[src/rtl/magic_dev_pkg.sv]
// ---------------------------------------------------------------------------
// magic_dev_pkg
// Shared definitions for the MagicDeviceBlackbox request sequencer.
//   md_state_e : sequencer FSM states (IDLE, ISSUE, RESP)
//   MD_SEL_W   : device register index width
//   MD_DATA_W  : device read data width
// ---------------------------------------------------------------------------
package magic_dev_pkg;

    localparam int MD_SEL_W  = 12;
    localparam int MD_DATA_W = 64;

    typedef enum logic [1:0] {
        IDLE  = 2'd0,
        ISSUE = 2'd1,
        RESP  = 2'd2
    } md_state_e;

endpackage : magic_dev_pkg

[src/rtl/sat_counter.sv]
// ---------------------------------------------------------------------------
// sat_counter
// Up-counter that sticks at all-ones instead of wrapping.
//   clock   : rising-edge clock
//   reset   : synchronous, active-high; clears the count
//   inc_i   : add one to the count this cycle (ignored once saturated)
//   count_o : current count
// ---------------------------------------------------------------------------
module sat_counter #(
    parameter int WIDTH = 32
) (
    input  logic             clock,
    input  logic             reset,
    input  logic             inc_i,
    output logic [WIDTH-1:0] count_o
);

    logic [WIDTH-1:0] count_q;
    logic [WIDTH-1:0] count_d;

    always_comb begin
        count_d = count_q;
        if (inc_i && (count_q != '1)) begin
            count_d = count_q + WIDTH'(1);
        end
    end

    // NOTE: state registers use non-blocking (<=) so every flop samples
    // pre-edge values regardless of block evaluation order.
    always_ff @(posedge clock) begin
        if (reset) begin
            count_q <= '0;
        end else begin
            count_q <= count_d;
        end
    end

    assign count_o = count_q;

endmodule : sat_counter

[src/rtl/magic_device_reader.sv]
// ---------------------------------------------------------------------------
// magic_device_reader
// Single-outstanding request sequencer in front of MagicDeviceBlackbox.
// Accepts a select request, holds read_ready/read_select to the device until
// read_valid or a timeout, then presents one registered response.
//   clock, reset   : rising-edge clock, synchronous active-high reset
//   req_*          : request channel from the core (valid/ready/select)
//   resp_*         : response channel to the core (valid/ready/data/err)
//   read_*         : device handshake (select/ready out, valid/data in)
//   stat_reads     : saturating count of successful reads
//   stat_timeouts  : saturating count of abandoned (timed-out) accesses
// Every output is a flop or a decode of the FSM state; no input reaches an
// output combinationally.
// ---------------------------------------------------------------------------
module magic_device_reader
    import magic_dev_pkg::*;
#(
    parameter int TIMEOUT_CYCLES = 256,
    parameter int CNT_W          = 32
) (
    input  logic                 clock,
    input  logic                 reset,
    input  logic                 req_valid,
    output logic                 req_ready,
    input  logic [MD_SEL_W-1:0]  req_select,
    output logic                 resp_valid,
    input  logic                 resp_ready,
    output logic [MD_DATA_W-1:0] resp_data,
    output logic                 resp_err,
    output logic [MD_SEL_W-1:0]  read_select,
    output logic                 read_ready,
    input  logic                 read_valid,
    input  logic [MD_DATA_W-1:0] read_data,
    output logic [CNT_W-1:0]     stat_reads,
    output logic [CNT_W-1:0]     stat_timeouts
);

    localparam int             TMR_W    = $clog2(TIMEOUT_CYCLES);
    localparam logic [TMR_W-1:0] TMR_LAST = TMR_W'(TIMEOUT_CYCLES - 1);

    md_state_e              state_q, state_d;
    logic [MD_SEL_W-1:0]    sel_q,   sel_d;
    logic [TMR_W-1:0]       timer_q, timer_d;
    logic [MD_DATA_W-1:0]   data_q,  data_d;
    logic                   err_q,   err_d;

    logic                   read_done;
    logic                   time_out;

    // read_valid takes priority over an expiring timer in the same cycle.
    assign read_done = (state_q == ISSUE) && read_valid;
    assign time_out  = (state_q == ISSUE) && !read_valid && (timer_q == TMR_LAST);

    // NOTE: every always_comb output is given a default first, so no path
    // through the case leaves a signal unassigned and no latch is inferred.
    always_comb begin
        state_d = state_q;
        sel_d   = sel_q;
        timer_d = timer_q;
        data_d  = data_q;
        err_d   = err_q;
        unique case (state_q)
            IDLE: begin
                if (req_valid) begin
                    sel_d   = req_select;
                    timer_d = '0;
                    state_d = ISSUE;
                end
            end
            ISSUE: begin
                timer_d = timer_q + TMR_W'(1);
                if (read_done) begin
                    data_d  = read_data;
                    err_d   = 1'b0;
                    state_d = RESP;
                end else if (time_out) begin
                    data_d  = '0;
                    err_d   = 1'b1;
                    state_d = RESP;
                end
            end
            RESP: begin
                if (resp_ready) begin
                    state_d = IDLE;
                end
            end
            default: state_d = IDLE;
        endcase
    end

    always_ff @(posedge clock) begin
        if (reset) begin
            state_q <= IDLE;
            sel_q   <= '0;
            timer_q <= '0;
            data_q  <= '0;
            err_q   <= 1'b0;
        end else begin
            state_q <= state_d;
            sel_q   <= sel_d;
            timer_q <= timer_d;
            data_q  <= data_d;
            err_q   <= err_d;
        end
    end

    assign req_ready   = (state_q == IDLE);
    assign read_ready  = (state_q == ISSUE);
    assign resp_valid  = (state_q == RESP);
    assign read_select = sel_q;
    assign resp_data   = data_q;
    assign resp_err    = err_q;

    sat_counter #(.WIDTH(CNT_W)) u_reads_cnt (
        .clock   (clock),
        .reset   (reset),
        .inc_i   (read_done),
        .count_o (stat_reads)
    );

    sat_counter #(.WIDTH(CNT_W)) u_timeouts_cnt (
        .clock   (clock),
        .reset   (reset),
        .inc_i   (time_out),
        .count_o (stat_timeouts)
    );

endmodule : magic_device_reader
[config.mk]
export PLATFORM = sky130hd
export DESIGN_NAME = magic_device_reader
export DESIGN_NICKNAME = d
export VERILOG_FILES = /design/src/rtl/magic_dev_pkg.sv /design/src/rtl/sat_counter.sv /design/src/rtl/magic_device_reader.sv
export SDC_FILE = /design/constraint.sdc
export NUM_CORES = 1
export LEC_CHECK = 0
export BUFFER_PORTS_ARGS = -buffer_cell sky130_fd_sc_hd__buf_4
export CORE_ASPECT_RATIO = 0.7
export CORE_MARGIN = 2
export CORE_UTILIZATION = 40
export CTS_BUF_LIST = sky130_fd_sc_hd__clkbuf_16
export CTS_CLUSTER_DIAMETER = 120
export CTS_CLUSTER_SIZE = 25
export DETAILED_ROUTE_END_ITERATION = 8
export HOLD_SLACK_MARGIN = 0.06
export PLACE_DENSITY = 0.74
export SETUP_SLACK_MARGIN = 0.05
export SYNTH_ARGS = -nofsm -noshare
export SYNTH_HDL_FRONTEND = slang
export SYNTH_HIERARCHICAL = 1
export SYNTH_SLANG_ARGS = --single-unit
[constraint.sdc]
create_clock -name clock -period 3.55 [get_ports clock]
set_input_delay 0.71 -clock clock [delete_from_list [all_inputs] [get_ports clock]]
set_output_delay 0.71 -clock clock [all_outputs]
set_load 0.03 [all_outputs]
-- Yosys cells after proc, flatten, opt, wreduce, memory -nomap -nowiden
Index checks and enable logic that the tools add are counted.
- output and inout bits: 144
- flip-flop bits (word level): 151
- logic and storage cells: 42
- bits of input ports: 81
- multiplexer cells: 11
- add/subtract/negate cells: 3
- equal/unequal tests: 8
- reductions and logical operators: 13
- operators by type and width (operator ; count):
    $mux W64 ; 2
    $add A32 B1 Y32 const B ; 2
    $ne A32 B32 Y1 const B ; 2
    $pmux W8 S2 ; 1
    $add A8 B1 Y8 const B ; 1
    $eq A8 B8 Y1 const B ; 1
    $mux W2 ; 4
    $mux W8 ; 1
    $pmux W2 S3 ; 1
    $reduce_and A2 Y1 ; 3
    $logic_and A1 B1 Y1 ; 5
    $reduce_bool A2 Y1 ; 2
    $ne A3 B1 Y1 const B ; 1
    $reduce_and A3 Y1 ; 1
    $eq A2 B1 Y1 const B ; 1
    $eq A2 B2 Y1 const B ; 1
    $logic_not A2 Y1 ; 1
    $mux W1 ; 2
    $ne A2 B1 Y1 const B ; 1
    $ne A2 B2 Y1 const B ; 1
    $logic_not A1 Y1 ; 1

-- Depth between registers and ports, before layout
- depth in word-level cells: 6
- mapped depth: 9

-- Modules after synthesis
The synthesis kept the hierarchy.
- by module, submodules not included (module ; area each (µm²) ; sequential area each (µm²) ; instances ; cells an instance):
    magic_device_reader ; 4421.7 ; 1741.7 ; 1 ; 495
    sat_counter ; 1674.1 ; 640.6 ; 2 ; 199

-- Least setup slack after synthesis
OpenSTA, ideal clock, no wires.
- path kind: input-to-reg
- from: input read_valid
- to: register u_timeouts_cnt.count_q[31] (netlist: u_timeouts_cnt/count_o[31])
- buffers on the path: 2
- setup slack: 0.260 ns
- stages: 8
- required time: 3.429 ns
- arrival time: 3.169 ns
- cell sequence: buf_2 > clkbuf_1 > nor4_1 > nand4_1 > nor4_2 > nand4_1 > nor4_1 > mux2_2
- cells in the longest elaborated chain, start to end: 4
- ends and longest elaborated chain (element ; RTL line ; source):
    start, declared ; magic_device_reader.sv:32 ; input logic read_valid,
    $logic_not A1 Y1 ; magic_device_reader.sv:52 ; assign time_out = (state_q == ISSUE) && !read_valid && (timer_q == TMR_LAST);
    $logic_and A1 B1 Y1 (2 in series) ; magic_device_reader.sv:52 ;
    via time_out ; magic_device_reader.sv:48 ; logic time_out;
    $logic_and A1 B1 Y1 ; sat_counter.sv:23 ; if (inc_i && (count_q != '1)) begin
    end signal, assigned ; sat_counter.sv:34 ; count_q <= count_d;
    end, declared ; sat_counter.sv:18 ; logic [WIDTH-1:0] count_q;
The timed path passes the listed nets, and every way through them passes these cells.
A chain may end at the register's enable or synchronous reset.

-- Worst setup path in the final report
- from: register timer_q[0]
- to: register u_timeouts_cnt.count_q[31] (netlist: u_timeouts_cnt/count_o[31])
- cells in the longest elaborated chain, start to end: 3
- ends and longest elaborated chain (element ; RTL line ; source):
    start, declared ; magic_device_reader.sv:43 ; logic [TMR_W-1:0] timer_q, timer_d;
    start signal, assigned ; magic_device_reader.sv:101 ; timer_q <= timer_d;
    $eq A8 B8 Y1 ; magic_device_reader.sv:52 ;
    $logic_and A1 B1 Y1 ; magic_device_reader.sv:52 ;
    via time_out ; magic_device_reader.sv:48 ;
    $logic_and A1 B1 Y1 ; sat_counter.sv:23 ;
The timed path passes the listed nets, and every way through them passes these cells.

==> impl_metrics.env <==
export IMPL_status="finished, final reports clean"
export IMPL_yosysUniqueCellTypes=50
export IMPL_remaining_drc_errors=0
export IMPL_routed_via_density=5.750
export IMPL_clock_skew_ps=12.57
export IMPL_io_pins=225
export IMPL_slew_headroom_pct=32.45
export IMPL_slowest_delay_ps=390
export IMPL_worstHoldStart="read_select[6]$_SDFFE_PP0P_"
export IMPL_hold_buffers=0
export IMPL_cts_setup_buffers=0
export IMPL_die_area_um2=20570
export IMPL_yosys_area_top_type="dfxtp_1"
export IMPL_ys_seq_area_share_pct=38.90
export IMPL_cts_tree="built"
export IMPL_synth_edf_count=0
export IMPL_end_kind="register"
export IMPL_fmax_ghz=0.3231
export IMPL_drive_gt1_share_pct=33.02
export IMPL_power_frac_seq_pct=42.4
export IMPL_synth_area_um2=7770
export IMPL_start_util_pct=40.96
export IMPL_use_met3_pct=7.627
export IMPL_peakVddDrop_mv=0.2631
export IMPL_grtUsageTotal_pct=21.82
export IMPL_antenna_found_initial=1
export IMPL_wirelength_um=22680
export IMPL_crit_fanout=10
export IMPL_clock_latency_ps=420
export IMPL_io_buffers=224
export IMPL_grt_start_max_net_pins=131
export IMPL_grt_setup_unrepaired="no"
export IMPL_root_buffer="clkbuf_16"
export IMPL_cts_buffers=17
export IMPL_reg2reg_from="timer_q[0]$_SDFFE_PP0P_"
export IMPL_cts_max_path_buffers=2
export IMPL_grtUsageMet2_pct=33.38
export IMPL_cts_max_level=4
export IMPL_syn_inst=893
export IMPL_wl_per_cell_um=16.89
export IMPL_rrSetupSlack_ps=450
export IMPL_ctsResizeCount=0
export IMPL_finalSetupTns_ps=0
export IMPL_rows=42
export IMPL_grt_pass1_wl_um=36670
export IMPL_ys_ff_latch=151
export IMPL_hpwl_um=14420
export IMPL_seq_area_um2=3025
export IMPL_fin_nets=1149
export IMPL_min_period_ps=3095
export IMPL_place_congestion=0.8519
export IMPL_avgSynthCellArea_um2=8.701
export IMPL_crit_type="register to register"
export IMPL_tightest_slew_ps=1013
export IMPL_drt_iter0_drc=668
export IMPL_antenna_left=0
export IMPL_firstDrtPassIters=6
export IMPL_pwr_share_comb_pct=13.6
export IMPL_setup_violations=0
export IMPL_hold_viol_final=0
export IMPL_clkSinkCount=151
export IMPL_coreArea_um2=18970
export IMPL_overflow=0
export IMPL_worstPathRequired_ps=3850
export IMPL_use_met1_pct=29.66
export IMPL_drv_slew=0
export IMPL_power_density_nw_per_um2=418.7
export IMPL_p_int_mw=3.107
export IMPL_p_clk_share_pct=44.1
export IMPL_setup_worst_path_start_class="register"
export IMPL_nFillCells=1788
export IMPL_yosys_area_top_type_share_pct=38.90
export IMPL_synth_warnings=6
export IMPL_critPathSlowestCell="dfxtp_1"
export IMPL_dr_total_vias=7722
export IMPL_multi_input_area_um2=4377
export IMPL_die_x_um=170.6
export IMPL_grt_most_used_layer="met2"
export IMPL_layout_area_overhead_vs_synth_pct=31.03
export IMPL_worstPathArrival_ps=3400
export IMPL_cp_top_family="simple AND/OR/NAND/NOR gates"
export IMPL_ys_flop_type="dfxtp_1"
export IMPL_worstPathCellList="ha_1 > nand3_1 > nor4_1 > buf_4 > nand4_1 > nor4_2 > buf_4 > nand4_1 > nor4_1 > mux2_2"
export IMPL_clk_pin_slew_ps=60
export IMPL_p_leak_nw=3.917
export IMPL_switching_share_pct=27.12
export IMPL_cap_violations=0
export IMPL_die_y_um=120.6
export IMPL_hp_class="register to register"
export IMPL_p_switching_mw=1.156
export IMPL_syn_num_nets=977
export IMPL_fin_crit_sh_pct=87.18
export IMPL_crit_buf_inv=2
export IMPL_cp_startpoint="timer_q[0]$_SDFFE_PP0P_"
export IMPL_finalPower_mw=4.263
export IMPL_synth_async_reset_ratio_pct=0
export IMPL_grt_pass1_vias=7098
export IMPL_synth_area_leaders="dfxtp_1, a21oi_1, and4b_1"
[synth_stat cells, types with 4 or more instances]
library cell    n
nand3_1        30
nor2_1         31
nor3_1          5
o31ai_1        24
and4b_1        64
buf_2          24
o22ai_1        65
nand2_1        47
nor3b_1         4
dfxtp_1       151
or3b_2         66
nand2b_1        5
or4_1          28
nor2b_1         5
xnor2_1        12
a2111oi_0       4
o21ai_0        17
nor4_1          9
and4_1          8
or3_1          22
nand4_1        22
and3_1          6
inv_1           6
clkbuf_1       57
a21oi_1       129
[final cells by class]
type                       instances  share of cell area [%]
multi-input combinational        650                   42.99
inverter                           6                  0.2212
antenna                            1                 0.02458
clock inverter                    15                   1.721
tap                              264                   3.244
sequential                       151                   29.72
clock buffer                      17                   4.178
timing repair buffer             239                   17.91
[logic make-up (layout without fill, tap and decap cells)]
kind of cell / Yosys count / count (layout) / synth area share, %
AOI/OAI and AO/OA: 258 / 258 / 19.81
xor gates and xnor gates: 14 / 14 / 1.578
adders and majority gates: 3 / 3 / 0.4831
buffers and inverters: 92 / 277 / 5.056
DFF: 151 / 151 / 38.91
muxes: 7 / 7 / 0.9662
other: 0 / 1 / 0
and+or+nand+nor: 368 / 368 / 33.20
[worst register-to-register path: cells and delay by family, from the launching register on]
family / cells / cell delay (ps)
simple gates: 6 / 1630
mux: 1 / 370
flops: 1 / 390
fa+ha+maj: 1 / 210
buf+inv: 2 / 390
[power groups by stage]
| stage | clock network, mW | logic [mW] | registers, mW |
|---|---|---|---|
| finish | 1.88 | 0.578 | 1.81 |
| detailed placement | 0 | 0.581 | 1.84 |
| global placement | 0 | 0.574 | 1.84 |
| global route | 2.00 | 0.621 | 1.81 |
| CTS | 1.92 | 0.581 | 1.81 |
| floorplan | 0 | 0.236 | 1.96 |
[metrics by stage]
stage	utilization (%)	setup WS, ps	hold WS (ps)	cell area, um^2	instances
finish	53.67	455.0	456.6	10180	1343
global route	53.65	216.2	482.4	10180	1342
CTS	53.65	487.6	460.3	10180	1342
detailed placement	50.49	491.4	450.9	9578	1310
global placement	50.49	584.5	443.5	9578	1310
floorplan	-	259.9	470.8	7770	893
[state kept, by name, indices dropped and copies added, names as in the netlist]
register,flops
timer_q,8
u_reads_cnt/count_o,32
state_q,2
u_timeouts_cnt/count_o,32
read_select,12
resp_err,1
resp_data,64
[placed cells by master (no fill, tap or decap), types with 3 or more instances in the layout]
cell type  instances
buf_4            236
dfxtp_1          149
a21oi_1          129
or3b_2            66
o22ai_1           65
and4b_1           64
nand2_1           47
nand3_1           30
nor2_1            30
or4_1             28
o31ai_1           24
nand4_1           22
or3_1             22
o21ai_0           17
clkbuf_16         17
xnor2_1           12
and4_1             8
inv_1              7
nor4_1             7
and3_1             6
nor2b_1            5
nor3_1             5
nand2b_1           4
inv_6              4
nor4_2             4
nor3b_1            4
a2111oi_0          4
and2_1             3
o311ai_0           3
o21a_1             3
a211oi_1           3
mux2i_1            3
ha_1               3
clkinv_1           3
bufinv_16          3
[final timing paths]
kind | endpoint | cells past startpoint
worst max register to register | u_timeouts_cnt/count_o[31]$_SDFFE_PP0P_ | 10
worst max-delay path | u_timeouts_cnt/count_o[31]$_SDFFE_PP0P_ | 10
worst min register to register | read_select[6]$_SDFFE_PP0P_ | 2
worst min-delay path | read_select[6]$_SDFFE_PP0P_ | 2
[per-layer routing]
layer / part of all wire [%] / vias to the layer above
met3: 8.2 / 9
met2: 45 / 238
met5: 0 / -
met1: 46 / 3698
li1: - / 3777
met4: 0.56 / 0
(Power assumes the default switching activity.)
